## src/rtl/mem_arb_defs.sv

```systemverilog
// Shared encodings for the unified-memory port arbiter: FSM states and the
// RISC-V load/store funct3 size codes.
package mem_arb_defs;

  typedef enum logic [2:0] {
    IDLE     = 3'd0,
    FETCH    = 3'd1,
    DATA     = 3'd2,
    RESP     = 3'd3,
    ERRPULSE = 3'd4
  } arb_state_t;

  localparam logic [2:0] F3_B  = 3'b000;
  localparam logic [2:0] F3_H  = 3'b001;
  localparam logic [2:0] F3_W  = 3'b010;
  localparam logic [2:0] F3_BU = 3'b100;
  localparam logic [2:0] F3_HU = 3'b101;

endpackage

```

## src/rtl/mem_lane_align.sv

```systemverilog
// Byte-lane steering for the data port: store byte enables and lane
// replication, load extraction with sign/zero extension, and misalignment.
module mem_lane_align
  import mem_arb_defs::*;
(
  input  logic [2:0]  funct3,
  input  logic [1:0]  addr_lo,
  input  logic [31:0] wdata,
  input  logic [31:0] rdata,
  output logic [3:0]  be,
  output logic [31:0] wdata_rep,
  output logic [31:0] rdata_ext,
  output logic        misalign
);

  logic [7:0]  rbyte;
  logic [15:0] rhalf;

  always_comb begin
    rbyte = rdata[7:0];
    case (addr_lo)
      2'd0: rbyte = rdata[7:0];
      2'd1: rbyte = rdata[15:8];
      2'd2: rbyte = rdata[23:16];
      2'd3: rbyte = rdata[31:24];
      default: rbyte = rdata[7:0];
    endcase
  end

  assign rhalf = addr_lo[1] ? rdata[31:16] : rdata[15:0];

  // Unlisted funct3 codes fall into the default arm and behave as a word access.
  always_comb begin
    be        = 4'b1111;
    wdata_rep = wdata;
    rdata_ext = rdata;
    misalign  = 1'b0;
    case (funct3)
      F3_B, F3_BU: begin
        be        = 4'b0001 << addr_lo;
        wdata_rep = {4{wdata[7:0]}};
        rdata_ext = (funct3 == F3_BU) ? {24'h0, rbyte} : {{24{rbyte[7]}}, rbyte};
      end
      F3_H, F3_HU: begin
        be        = 4'b0011 << {addr_lo[1], 1'b0};
        wdata_rep = {2{wdata[15:0]}};
        rdata_ext = (funct3 == F3_HU) ? {16'h0, rhalf} : {{16{rhalf[15]}}, rhalf};
        misalign  = addr_lo[0];
      end
      F3_W: begin
        misalign = |addr_lo;
      end
      default: begin
        misalign = |addr_lo;
      end
    endcase
  end

endmodule

```

## src/rtl/mem_port_arbiter.sv

```systemverilog
// Arbitrates the single-ported instruction/data memory between fetch and
// load/store, with a streak limit so fetch is never starved and a ready timeout.
module mem_port_arbiter
  import mem_arb_defs::*;
#(
  parameter int MAX_DATA_STREAK = 4,
  parameter int TIMEOUT_CYCLES  = 255
) (
  input  logic        clk,
  input  logic        rst_n,
  input  logic        if_req,
  input  logic [31:0] if_addr,
  output logic        if_valid,
  output logic [31:0] if_rdata,
  input  logic        d_req,
  input  logic        d_we,
  input  logic [2:0]  d_funct3,
  input  logic [31:0] d_addr,
  input  logic [31:0] d_wdata,
  output logic        d_valid,
  output logic [31:0] d_rdata,
  output logic        d_misalign,
  output logic        stall_if,
  output logic        stall_mem,
  output logic        bus_err,
  output logic        mem_req,
  output logic        mem_we,
  output logic [31:0] mem_addr,
  output logic [3:0]  mem_be,
  output logic [31:0] mem_wdata,
  input  logic [31:0] mem_rdata,
  input  logic        mem_ready,
  output logic [2:0]  dbg_state
);

  localparam int             SW         = $clog2(MAX_DATA_STREAK + 1);
  localparam logic [SW-1:0]  STREAK_MAX = SW'(MAX_DATA_STREAK);
  localparam logic [7:0]     TMO_LAST   = 8'(TIMEOUT_CYCLES - 1);

  arb_state_t    state;
  logic [SW-1:0] streak;
  logic [7:0]    tmo_cnt;
  logic          acc_data;
  logic          acc_we;
  logic [2:0]    acc_funct3;
  logic [1:0]    acc_lo;

  logic [2:0]  la_funct3;
  logic [1:0]  la_lo;
  logic [3:0]  la_be;
  logic [31:0] la_wdata;
  logic [31:0] la_rdata;
  logic        la_misalign;
  logic        pulse_busy;
  logic        fetch_wins;

  // Requesters hold req until their one-cycle answer pulse (valid, misalign or
  // bus_err); dropping req before the grant withdraws it, after the grant the
  // access still completes. Memory side: mem_req holds until mem_ready.
  assign stall_if  = if_req && !if_valid;
  assign stall_mem = d_req && !d_valid && !d_misalign && !bus_err;
  assign dbg_state = state;

  // Live request fields steer the aligner at grant; the latched access steers it during capture.
  assign la_funct3 = (state == IDLE) ? d_funct3 : acc_funct3;
  assign la_lo     = (state == IDLE) ? d_addr[1:0] : acc_lo;

  mem_lane_align u_align (
    .funct3    (la_funct3),
    .addr_lo   (la_lo),
    .wdata     (d_wdata),
    .rdata     (mem_rdata),
    .be        (la_be),
    .wdata_rep (la_wdata),
    .rdata_ext (la_rdata),
    .misalign  (la_misalign)
  );

  // While an answer pulse is out the requester has not yet reacted, so IDLE waits a cycle.
  assign pulse_busy = if_valid || d_valid || d_misalign || bus_err;
  assign fetch_wins = if_req && (!d_req || streak == STREAK_MAX);

  always_ff @(posedge clk) begin
    if (!rst_n) begin
      state      <= IDLE;
      streak     <= '0;
      tmo_cnt    <= '0;
      acc_data   <= 1'b0;
      acc_we     <= 1'b0;
      acc_funct3 <= '0;
      acc_lo     <= '0;
      if_valid   <= 1'b0;
      if_rdata   <= '0;
      d_valid    <= 1'b0;
      d_rdata    <= '0;
      d_misalign <= 1'b0;
      bus_err    <= 1'b0;
      mem_req    <= 1'b0;
      mem_we     <= 1'b0;
      mem_addr   <= '0;
      mem_be     <= '0;
      mem_wdata  <= '0;
    end else begin
      if_valid   <= 1'b0;
      d_valid    <= 1'b0;
      d_misalign <= 1'b0;
      bus_err    <= 1'b0;
      case (state)
        IDLE: begin
          if (!pulse_busy) begin
            if (fetch_wins) begin
              state     <= FETCH;
              streak    <= '0;
              tmo_cnt   <= '0;
              acc_data  <= 1'b0;
              acc_we    <= 1'b0;
              mem_req   <= 1'b1;
              mem_we    <= 1'b0;
              mem_addr  <= if_addr & 32'hFFFF_FFFC;
              mem_be    <= 4'b1111;
              mem_wdata <= '0;
            end else if (d_req) begin
              if (!if_req)
                streak <= '0;
              else if (streak != STREAK_MAX)
                streak <= streak + SW'(1);
              acc_data   <= 1'b1;
              acc_we     <= d_we;
              acc_funct3 <= d_funct3;
              acc_lo     <= d_addr[1:0];
              if (la_misalign) begin
                state      <= ERRPULSE;
                d_misalign <= 1'b1;
              end else begin
                state     <= DATA;
                tmo_cnt   <= '0;
                mem_req   <= 1'b1;
                mem_we    <= d_we;
                mem_addr  <= {d_addr[31:2], 2'b00};
                mem_be    <= d_we ? la_be : 4'b1111;
                mem_wdata <= d_we ? la_wdata : 32'h0;
              end
            end
          end
        end
        FETCH, DATA: begin
          if (mem_ready) begin
            state   <= RESP;
            mem_req <= 1'b0;
            mem_we  <= 1'b0;
            if (state == FETCH)
              if_rdata <= mem_rdata;
            else
              d_rdata <= acc_we ? 32'h0 : la_rdata;
          end else if (tmo_cnt == TMO_LAST) begin
            state   <= IDLE;
            bus_err <= 1'b1;
            mem_req <= 1'b0;
            mem_we  <= 1'b0;
            tmo_cnt <= tmo_cnt + 8'd1;
          end else begin
            tmo_cnt <= tmo_cnt + 8'd1;
          end
        end
        RESP: begin
          state <= IDLE;
          if (acc_data)
            d_valid <= 1'b1;
          else
            if_valid <= 1'b1;
        end
        ERRPULSE: begin
          state <= IDLE;
        end
        default: begin
          state <= IDLE;
        end
      endcase
    end
  end

endmodule

```

## config.mk

```make
export PLATFORM = sky130hd
export DESIGN_NAME = mem_port_arbiter
export DESIGN_NICKNAME = d
export VERILOG_FILES = /design/src/rtl/mem_arb_defs.sv /design/src/rtl/mem_lane_align.sv /design/src/rtl/mem_port_arbiter.sv
export SDC_FILE = /design/constraint.sdc
export NUM_CORES = 1
export LEC_CHECK = 0
export ABC_AREA = 1
export BUFFER_PORTS_ARGS = -buffer_cell sky130_fd_sc_hd__buf_2
export CORE_MARGIN = 10
export CORE_UTILIZATION = 46
export DETAILED_ROUTE_END_ITERATION = 7
export PLACE_DENSITY = 0.74
export SKIP_CTS_REPAIR_TIMING = 1
export SYNTH_ARGS = -nofsm -noshare
export SYNTH_HDL_FRONTEND = slang
export SYNTH_HIERARCHICAL = 1
export SYNTH_SLANG_ARGS = --single-unit
```

## constraint.sdc

```tcl
create_clock -name clk -period 2.1 [get_ports clk]
set_input_delay 0 -clock clk [delete_from_list [all_inputs] [get_ports clk]]
set_output_delay 0 -clock clk [all_outputs]
set_load 0.01 [all_outputs]
```

======== Word level (Yosys, flattened, before mapping) ========
Index checks and enable logic that the tools add are counted.
storage, ports and cells
  register bits after elaboration ......... 159
  word-level logic and storage cells ...... 142
  output and inout bits ................... 143
cells by class
  bitwise logic cells ..................... 7
  reduce and logical (&&, ||, !) cells .... 35
  add/subtract/negate cells ............... 2
  equality and inequality tests ........... 19
  multiplexer cells ....................... 59
  shift operators ......................... 2
operator list
  operator             number
  $mux 32              10
  $pmux 32 s2          2
  $mux 8               5
  $mux 3               11
  $pmux 8 s4           1
  $mux 1               18
  $mux 16              1
  $mux 4               4
  $pmux 8 s2           1
  $ne 3x3->1 const B   4
  $reduce_and 3->1     4
  $reduce_and 4->1     3
  $reduce_and 5->1     2
  $eq 3x3->1 const B   3
  $add 8x1->8 const B  1
  $eq 8x8->1 const B   1
  $pmux 4 s2           1
  $reduce_or 2->1      4
  $not 1->1            7
  $eq 3x1->1 const B   2
  $eq 3x2->1 const B   2
  $logic_not 3->1      2
  $pmux 1 s2           3
  $pmux 3 s2           1
  17 further kinds     31

======== Longest topological paths before layout ========
Gate-level depths: netlist (run 1).
  depth after elaboration ................. 10
  gate-level depth with buffers ........... 16
  mapped depth without buffers ............ 15

======== Cells and area by module ========
The synthesis (run 1) kept the hierarchy.
by module, submodules not included
  module            area each (µm²)  times used  cells each
  mem_port_arbiter  6,944.2          1           976
  mem_lane_align    1,126.1          1           225

======== Worst setup path after synthesis (run 1) ========
Ideal clock, no wire load.
  path kind ............................... register to register
  start point ............................. register state[1], in the netlist dbg_state[1]
  end point ............................... register mem_wdata[15]
  path buffers ............................ 3
  setup slack ............................. -264 ps
  clock period less this slack ............ 2,364 ps
  arrival ................................. 2,232 ps
  cell stages (with the launch flop) ...... 15
  cells stage by stage .................... dfxtp_1 -> inv_1 -> nand2_2 -> nor2_2 -> buf_6 -> inv_1 -> nand2_1 -> nand2_1 -> nand2_4 -> o22ai_1 -> nand2_1 -> buf_2 -> buf_2 -> nand4_1 -> a21oi_1
on the way
  elaborated cells on any way between the ends .. 18
  classes of those cells .................. eq/ne: 4; mux: 8; reduce/logical: 6
RTL lines
  what                                line                     text
  start, declared                     mem_port_arbiter.sv:40   arb_state_t state;
  start signal, assigned              mem_port_arbiter.sv:85   state <= IDLE;
  start signal, assigned              mem_port_arbiter.sv:112  state <= FETCH;
  start signal, assigned              mem_port_arbiter.sv:132  state <= ERRPULSE;
  $logic_not 3->1 *                   mem_port_arbiter.sv:65   assign la_funct3 = (state == IDLE) ? d_funct3 : acc_funct3;
  $mux 3 *                            mem_port_arbiter.sv:65
  via la_funct3[0]                    mem_port_arbiter.sv:48   logic [2:0] la_funct3;
  $eq 3x1->1 (tied with other cells)  mem_lane_align.sv:38     case (funct3)
  $reduce_or 2->1                     mem_lane_align.sv:38
  $pmux 1 s2 *                        mem_lane_align.sv:38
  via la_misalign                     mem_port_arbiter.sv:53   logic la_misalign;
  $ne 2x1->1 (no line) *              --
  $reduce_and 4->1 (no line) *        --
  end signal, assigned                mem_port_arbiter.sv:141  mem_wdata <= d_we ? la_wdata : 32'h0;
  end, declared                       mem_port_arbiter.sv:30   output logic [31:0] mem_wdata,
Mark *: on every way through the listed nets, which the timed path passes. The rest lies on a longest branch. The select of a mux whose other input is x is not followed.
A chain may end at the register's enable or synchronous reset.

======== Worst setup path after layout (run 1) ========
  start point ............................. register state[0], in the netlist dbg_state[0]
  end point ............................... register mem_addr[24]
on the way
  elaborated cells on any way between the ends .. 13
  classes of those cells .................. eq/ne: 4; mux: 3; reduce/logical: 6
RTL lines
  what                          line                                        text
  $logic_not 3->1 *             mem_port_arbiter.sv:66                      assign la_lo = (state == IDLE) ? d_addr[1:0] : acc_lo;
  $mux 2 *                      mem_port_arbiter.sv:66
  via la_lo[0]                  mem_port_arbiter.sv:49                      logic [1:0] la_lo;
  $reduce_or 2->1               mem_lane_align.sv:51, mem_lane_align.sv:54
  $pmux 1 s2 *                  mem_lane_align.sv:38
  via la_misalign               mem_port_arbiter.sv:53
  $ne 2x1->1 (no line) *        --
  $reduce_and 4->1 (no line) *  --
  end signal, assigned          mem_port_arbiter.sv:119                     mem_addr <= if_addr & 32'hFFFF_FFFC;
  end signal, assigned          mem_port_arbiter.sv:139                     mem_addr <= {d_addr[31:2], 2'b00};
  end, declared                 mem_port_arbiter.sv:28                      output logic [31:0] mem_addr,
Mark *: on every way through the listed nets, which the timed path passes. The rest lies on a longest branch.

==> results.toml, run 1 <==
[synth]
yosysSeqAreaShare = 0.389
synth_warnings = 6
ys.flop_type = "dfxtp_1"
ys_types = 36
synth_area_leaders = "dfxtp_1, nand2_1, a21oi_1"
synth_top_cell_by_area = "dfxtp_1"
synth.ff_latch_count = 157
synth-edff-count = 0
synth_cells = 1201
yosys.cell_count.top_type = "nand2_1"
syn_area_sq_um = 8070
netlist_top_cells_count = "nand2_1, dfxtp_1, nor2_1"
avgSynthCellArea_sq_um = 6.72
netlist.area_leader.share = 0.389
async_reset_ff_frac = 0

[timing]
finalHoldWorstSlack_ns = -0.0648
period_minus_slack_ns = 2.14
maxSlewHeadroom = 0.636
hold_viol = 10
setup_viol = 5
skew_ns = 0.0107
rsz0062_at_grt = "yes"
fin_crit_sh = 1.02
max_freq_mhz = 468
layout_setup_ws_ns = -0.0368
timing.final.max_slew_violations = 0
worstMarginPinSlew_ns = 0.544
tns_ns = -0.0802

[global_route]
grt_first_pass_wirelength_um = 43400
grt_overflow = 0
grt_usage = 0.222
grt_pass1_vias = 8370
grt_max_degree = 56
antenna_found_initial = 4

[place]
dp.cells = 1663
hpwl_um = 20400
dpl_cell_area_sq_um = 9680
dpl_worst_slack_ns = -0.0687
place_congestion = 0.913
port_buffers = 275

[final_layout]
fill_cells = 1353
drive_gt1_frac = 0.323
final_cell_area_sq_um = 12100
fin_nets = 1731
final-seq-area_sq_um = 3150
multi_input_area_sq_um = 4460
syn_to_final_growth_pct = 50.4
fin_util = 0.704
fin_cells = 1832

[cts]
ctsHtreeMaxLevel = 4
clockRootBuffer = "clkbuf_16"
clock_path_buffers = 2
cts_sinks = 157
path_clk_slew_ns = 0.07
cts_tree = "yes"
cts_buffers = 17
worstSkewPairLatency_ns = 0.44

[routing]
first_iter_violations = 1061
drtPass1Iterations = 7
wl_per_cell_um = 17.7
detail-route-antenna-nets = 0
drc_errors = 0
routed_via_density = 5.42
drt-total-wl_um = 32500
vias = 9929

[critical_path]
cp.required_ns = 2.47
timing.critical_path.buf_inv = 4
max_stage_delay_ns = 0.32
end_kind = "register"
critPathKind = "reg2reg"
cp_max_fo = 7
crit_top_cell = "nand2_4"
crit_path_start_kind = "register"
path_cells = "inv_2 > nand2_4 > nor2_4 > buf_6 > nand2_4 > nand2_4 > nor2_4 > buf_6 > o22ai_4 > nand2_4 > nand2_8 > clkbuf_16 > nand2_1 > a21oi_2"
path_delay_family = "simple AND/OR/NAND/NOR gates"
arrival_ns = 2.50
crit_slowest_cell = "dfxtp_2"

[pwr]
vdd_drop_max_v = 0.000799
switching_power_mw = 8.79
seqPwrFrac = 0.232
powerDensity_nw_per_um2 = 1550
power_mw = 18.9
internal-power_mw = 10.1
clkPwrFrac = 0.163
p_leak_nw = 5.88
swShare = 0.466
p_comb_frac = 0.605

[floorplan]
die_w_um = 152
dieArea_sq_um = 23200
die_h_um = 152
start_util = 0.468
rows = 48
ios = 280
fp.coreArea_sq_um = 17200

[run]
drv_cap = 0

[status]
status = "finished with violations"
violations = "hold timing, setup timing"

[worst_hold_path]
holdCritPathClass = "in2reg"
-- final timing paths --
path	from	slack (ns)	cells past startpoint	to
worst max register to register	dbg_state[0]	-0.04	14	mem_addr[24]
worst min-delay path	d_addr[11]	-0.06	5	mem_addr[11]
worst min register to register	acc_data	0.44	1	if_valid
worst max-delay path	dbg_state[0]	-0.04	14	mem_addr[24]
-- worst register-to-register path: cells and delay by family, from the launching register on --
family                 cells  cell delay (ns)
AOI/OAI and AO/OA          2             0.38
DFF                        1             0.32
and+or+nand+nor            8             0.85
buffers and inverters      4             0.50
-- layer usage --
layer  wire, um  vias to the layer above  GRT usage
li1           -                     4658          -
met1      12700                     4545      0.280
met2      15500                      607      0.353
met3       3040                      119     0.0641
met4       1270                        0     0.0817
met5          0                        -          0
-- layout by cell type, fill, tap and decap left out, types with 3 or more instances in the layout --
master and count:
nand2_1 314, buf_2 275, dfxtp_1 155, nor2_1 114
dlygate4sd3_1 104, inv_1 96, nand3_1 91, a21oi_1 68
o21ai_0 54, a21oi_2 40, buf_4 39, nand4_1 35
nand2_2 32, nor3_1 32, clkbuf_16 22, buf_6 17
nand2_4 14, buf_12 10, nand3_4 8, nor2_4 7
inv_6 7, o211ai_1 7, nor3_2 5, inv_4 5
inv_2 5, nand3_2 5, diode_2 4, ha_1 4
clkinv_4 4, nor4_1 3, clkinvlp_4 3
-- power groups by stage --
stage / logic (mW) / clock network, mW / registers (mW)
after floorplan: 5.76 / 0 / 4.70
after global placement: 8.63 / 0 / 4.35
after detailed placement: 8.72 / 0 / 4.36
after CTS: 8.77 / 3.10 / 4.30
after global routing: 12.3 / 3.24 / 4.46
final: 11.4 / 3.07 / 4.38
-- area by class of cell --
cell class / count / share of cell area
timing repair buffer: 450 / 0.266
clock buffer: 17 / 0.0350
sequential: 157 / 0.259
antenna: 4 / 0.000824
tap: 225 / 0.0232
inverter: 110 / 0.0363
clock inverter: 15 / 0.0125
multi-input combinational: 854 / 0.367
-- registers in the layout, summed over array words and instances, names as in the netlist --
signal      count
d_valid         1
acc_data        1
d_rdata        32
acc_we          1
streak          3
bus_err         1
acc_lo          2
tmo_cnt         8
mem_be          4
mem_req         1
mem_wdata      32
mem_we          1
acc_funct3      3
if_valid        1
mem_addr       30
dbg_state       3
d_misalign      1
if_rdata       32
-- logic make-up (layout without fill, tap and decap cells) --
kind of cell	count (synthesis)	after routing	share of synthesized area
AOI/OAI and AO/OA	179	179	0.118
xor gates and xnor gates	2	2	0.00217
adders and majority gates	4	4	0.00620
buffers and inverters	196	592	0.122
DFF	157	157	0.389
other	1	6	0.000465
and+or+nand+nor	662	667	0.362
No activity file was read; power rests on OpenSTA's default activity.
==> run 2, diff against run 1 <==
Settings changed: CORE_MARGIN 10 to 3.
==> results.toml, run 2 (synthesis results as in run 1) <==
[pwr]
swShare = 0.452
p_leak_nw = 5.75
switching_power_mw = 8.21
internal-power_mw = 9.95
seqPwrFrac = 0.237
vdd_drop_max_v = 0.000912
p_comb_frac = 0.589
clkPwrFrac = 0.174
powerDensity_nw_per_um2 = 1550

[place]
port_buffers = 275
hpwl_um = 18200
place_congestion = 0.879

[critical_path]
cp.required_ns = 2.45
r2r_start = "dbg_state[0]"
arrival_ns = 2.42
crit_path_start = "dbg_state[0]"
end_kind = "register"
critPathKind = "reg2reg"
cp_max_fo = 7
crit_path_start_kind = "register"

[cts]
cts_buffers = 17
cts_sinks = 157
cts_tree = "yes"
ctsHtreeMaxLevel = 4
clockRootBuffer = "clkbuf_16"
clock_path_buffers = 2
path_clk_slew_ns = 0.06
worstSkewPairLatency_ns = 0.43

[floorplan]
ios = 280
dieArea_sq_um = 19200
die_w_um = 138
fp.coreArea_sq_um = 16900
start_util = 0.478
die_h_um = 138
rows = 47

[final_layout]
final-seq-area_sq_um = 3150
multi_input_area_sq_um = 4230
top_regs = "d_rdata (32), if_rdata (32), mem_wdata (32)"
layout_common_cells = "nand2_1, buf_2, dfxtp_1, nor2_1, a21oi_1"
fin_nets = 1712
fin_util = 0.695
drive_gt1_frac = 0.278
syn_to_final_growth_pct = 45.3
fill_cells = 1406
final_common_cell = "nand2_1"

[timing]
timing.final.max_slew_violations = 0
hold_viol = 18
worstMarginPinSlew_ns = 0.502
fin_crit_sh = 0.986
skew_ns = 0.00941
setup_viol = 0
rsz0062_at_grt = "yes"
maxSlewHeadroom = 0.665
max_freq_mhz = 483
period_minus_slack_ns = 2.07
finalHoldWorstSlack_ns = -0.0541

[routing]
first_iter_violations = 981
drt-total-wl_um = 28900
routed_via_density = 5.29
vias = 9550
drc_errors = 0
drtPass1Iterations = 6
wl_per_cell_um = 16.0
detail-route-antenna-nets = 0

[global_route]
grt_first_pass_wirelength_um = 39500
grt_pass1_vias = 7795
grt_max_degree = 105
antenna_found_initial = 0
grt_usage = 0.248
grt_overflow = 0

[worst_hold_path]
holdCritPathClass = "in2reg"
hp-start = "if_addr[22]"

[status]
violations = "hold timing"
status = "finished with violations"

[run]
drv_cap = 0
run 2: changes by cell type in the layout (fill, tap and decap cells not counted), moves of 4 or more:
cell | previous run | this run
nand2_1 | 314 | 345
inv_6 | 7 | 2
a21oi_2 | 40 | 7
nand2_4 | 14 | 7
dlygate4sd3_1 | 104 | 96
nand2_2 | 32 | 6
buf_6 | 17 | 10
a21oi_1 | 68 | 101
o21ai_1 | 0 | 4
run 2: power groups by stage:
stage               clock, mW  combinational [mW]  sequential [mW]
global placement            0                8.43             4.32
CTS                      3.20                8.57             4.29
detailed placement          0                8.51             4.34
global route             3.33                11.6             4.41
floorplan                   0                5.76             4.70
finish                   3.16                10.7             4.30
run 2: path summary, 6_finish.rpt:
check / end / slack, ns / cells past startpoint
setup / recovery: mem_wdata[19] / 0.03 / 13
hold / removal: mem_addr[22] / -0.05 / 5
setup reg to reg: mem_wdata[19] / 0.03 / 13
hold reg to reg: mem_addr[31] / 0.46 / 2
run 2: cell type report:
class                      count  area share
inverter                     110      0.0368
clock buffer                  18      0.0366
clock inverter                13      0.0142
tap                          220      0.0235
timing repair buffer         432       0.260
antenna                        1    0.000213
multi-input combinational    853       0.361
sequential                   157       0.268
run 2: layer usage:
metal  vias up  part of all wire  wire length [um]  GRT usage
met3        75             0.094              2730     0.0663
met1      4319              0.40             11700      0.322
met4         0             0.028               805     0.0728
li1       4622                 -                 -          -
met5         -                 0                 0          0
met2       534              0.47             13700      0.405
run 2: per-stage QoR:
stage          std cells  cell area, sq um  setup TNS (ns)  total power [mW]  setup WS, ns
2_1_floorplan       1202              8130               0              10.5        0.0341
3_3_place_gp        1652              9600               0              12.8        0.0470
3_5_place_dp        1652              9600         -0.0215              12.9       -0.0121
4_1_cts             1683             10200          -0.399              16.1       -0.0391
5_1_grt             1803             11700           -3.00              19.3       -0.0776
6_report            1804             11700               0              18.2        0.0296
run 2: worst max-delay path, stage by stage, from the launching register on:
cell	delay [ns]
dfxtp_2	0.32
inv_2	0.07
nand2_4	0.06
nor2_4	0.20
buf_4	0.15
nand2_2	0.06
nand2_4	0.09
clkinv_4	0.09
o22ai_4	0.27
nand2_8	0.15
nand2_8	0.14
clkbuf_16	0.17
nand2_1	0.05
a21oi_1	0.15
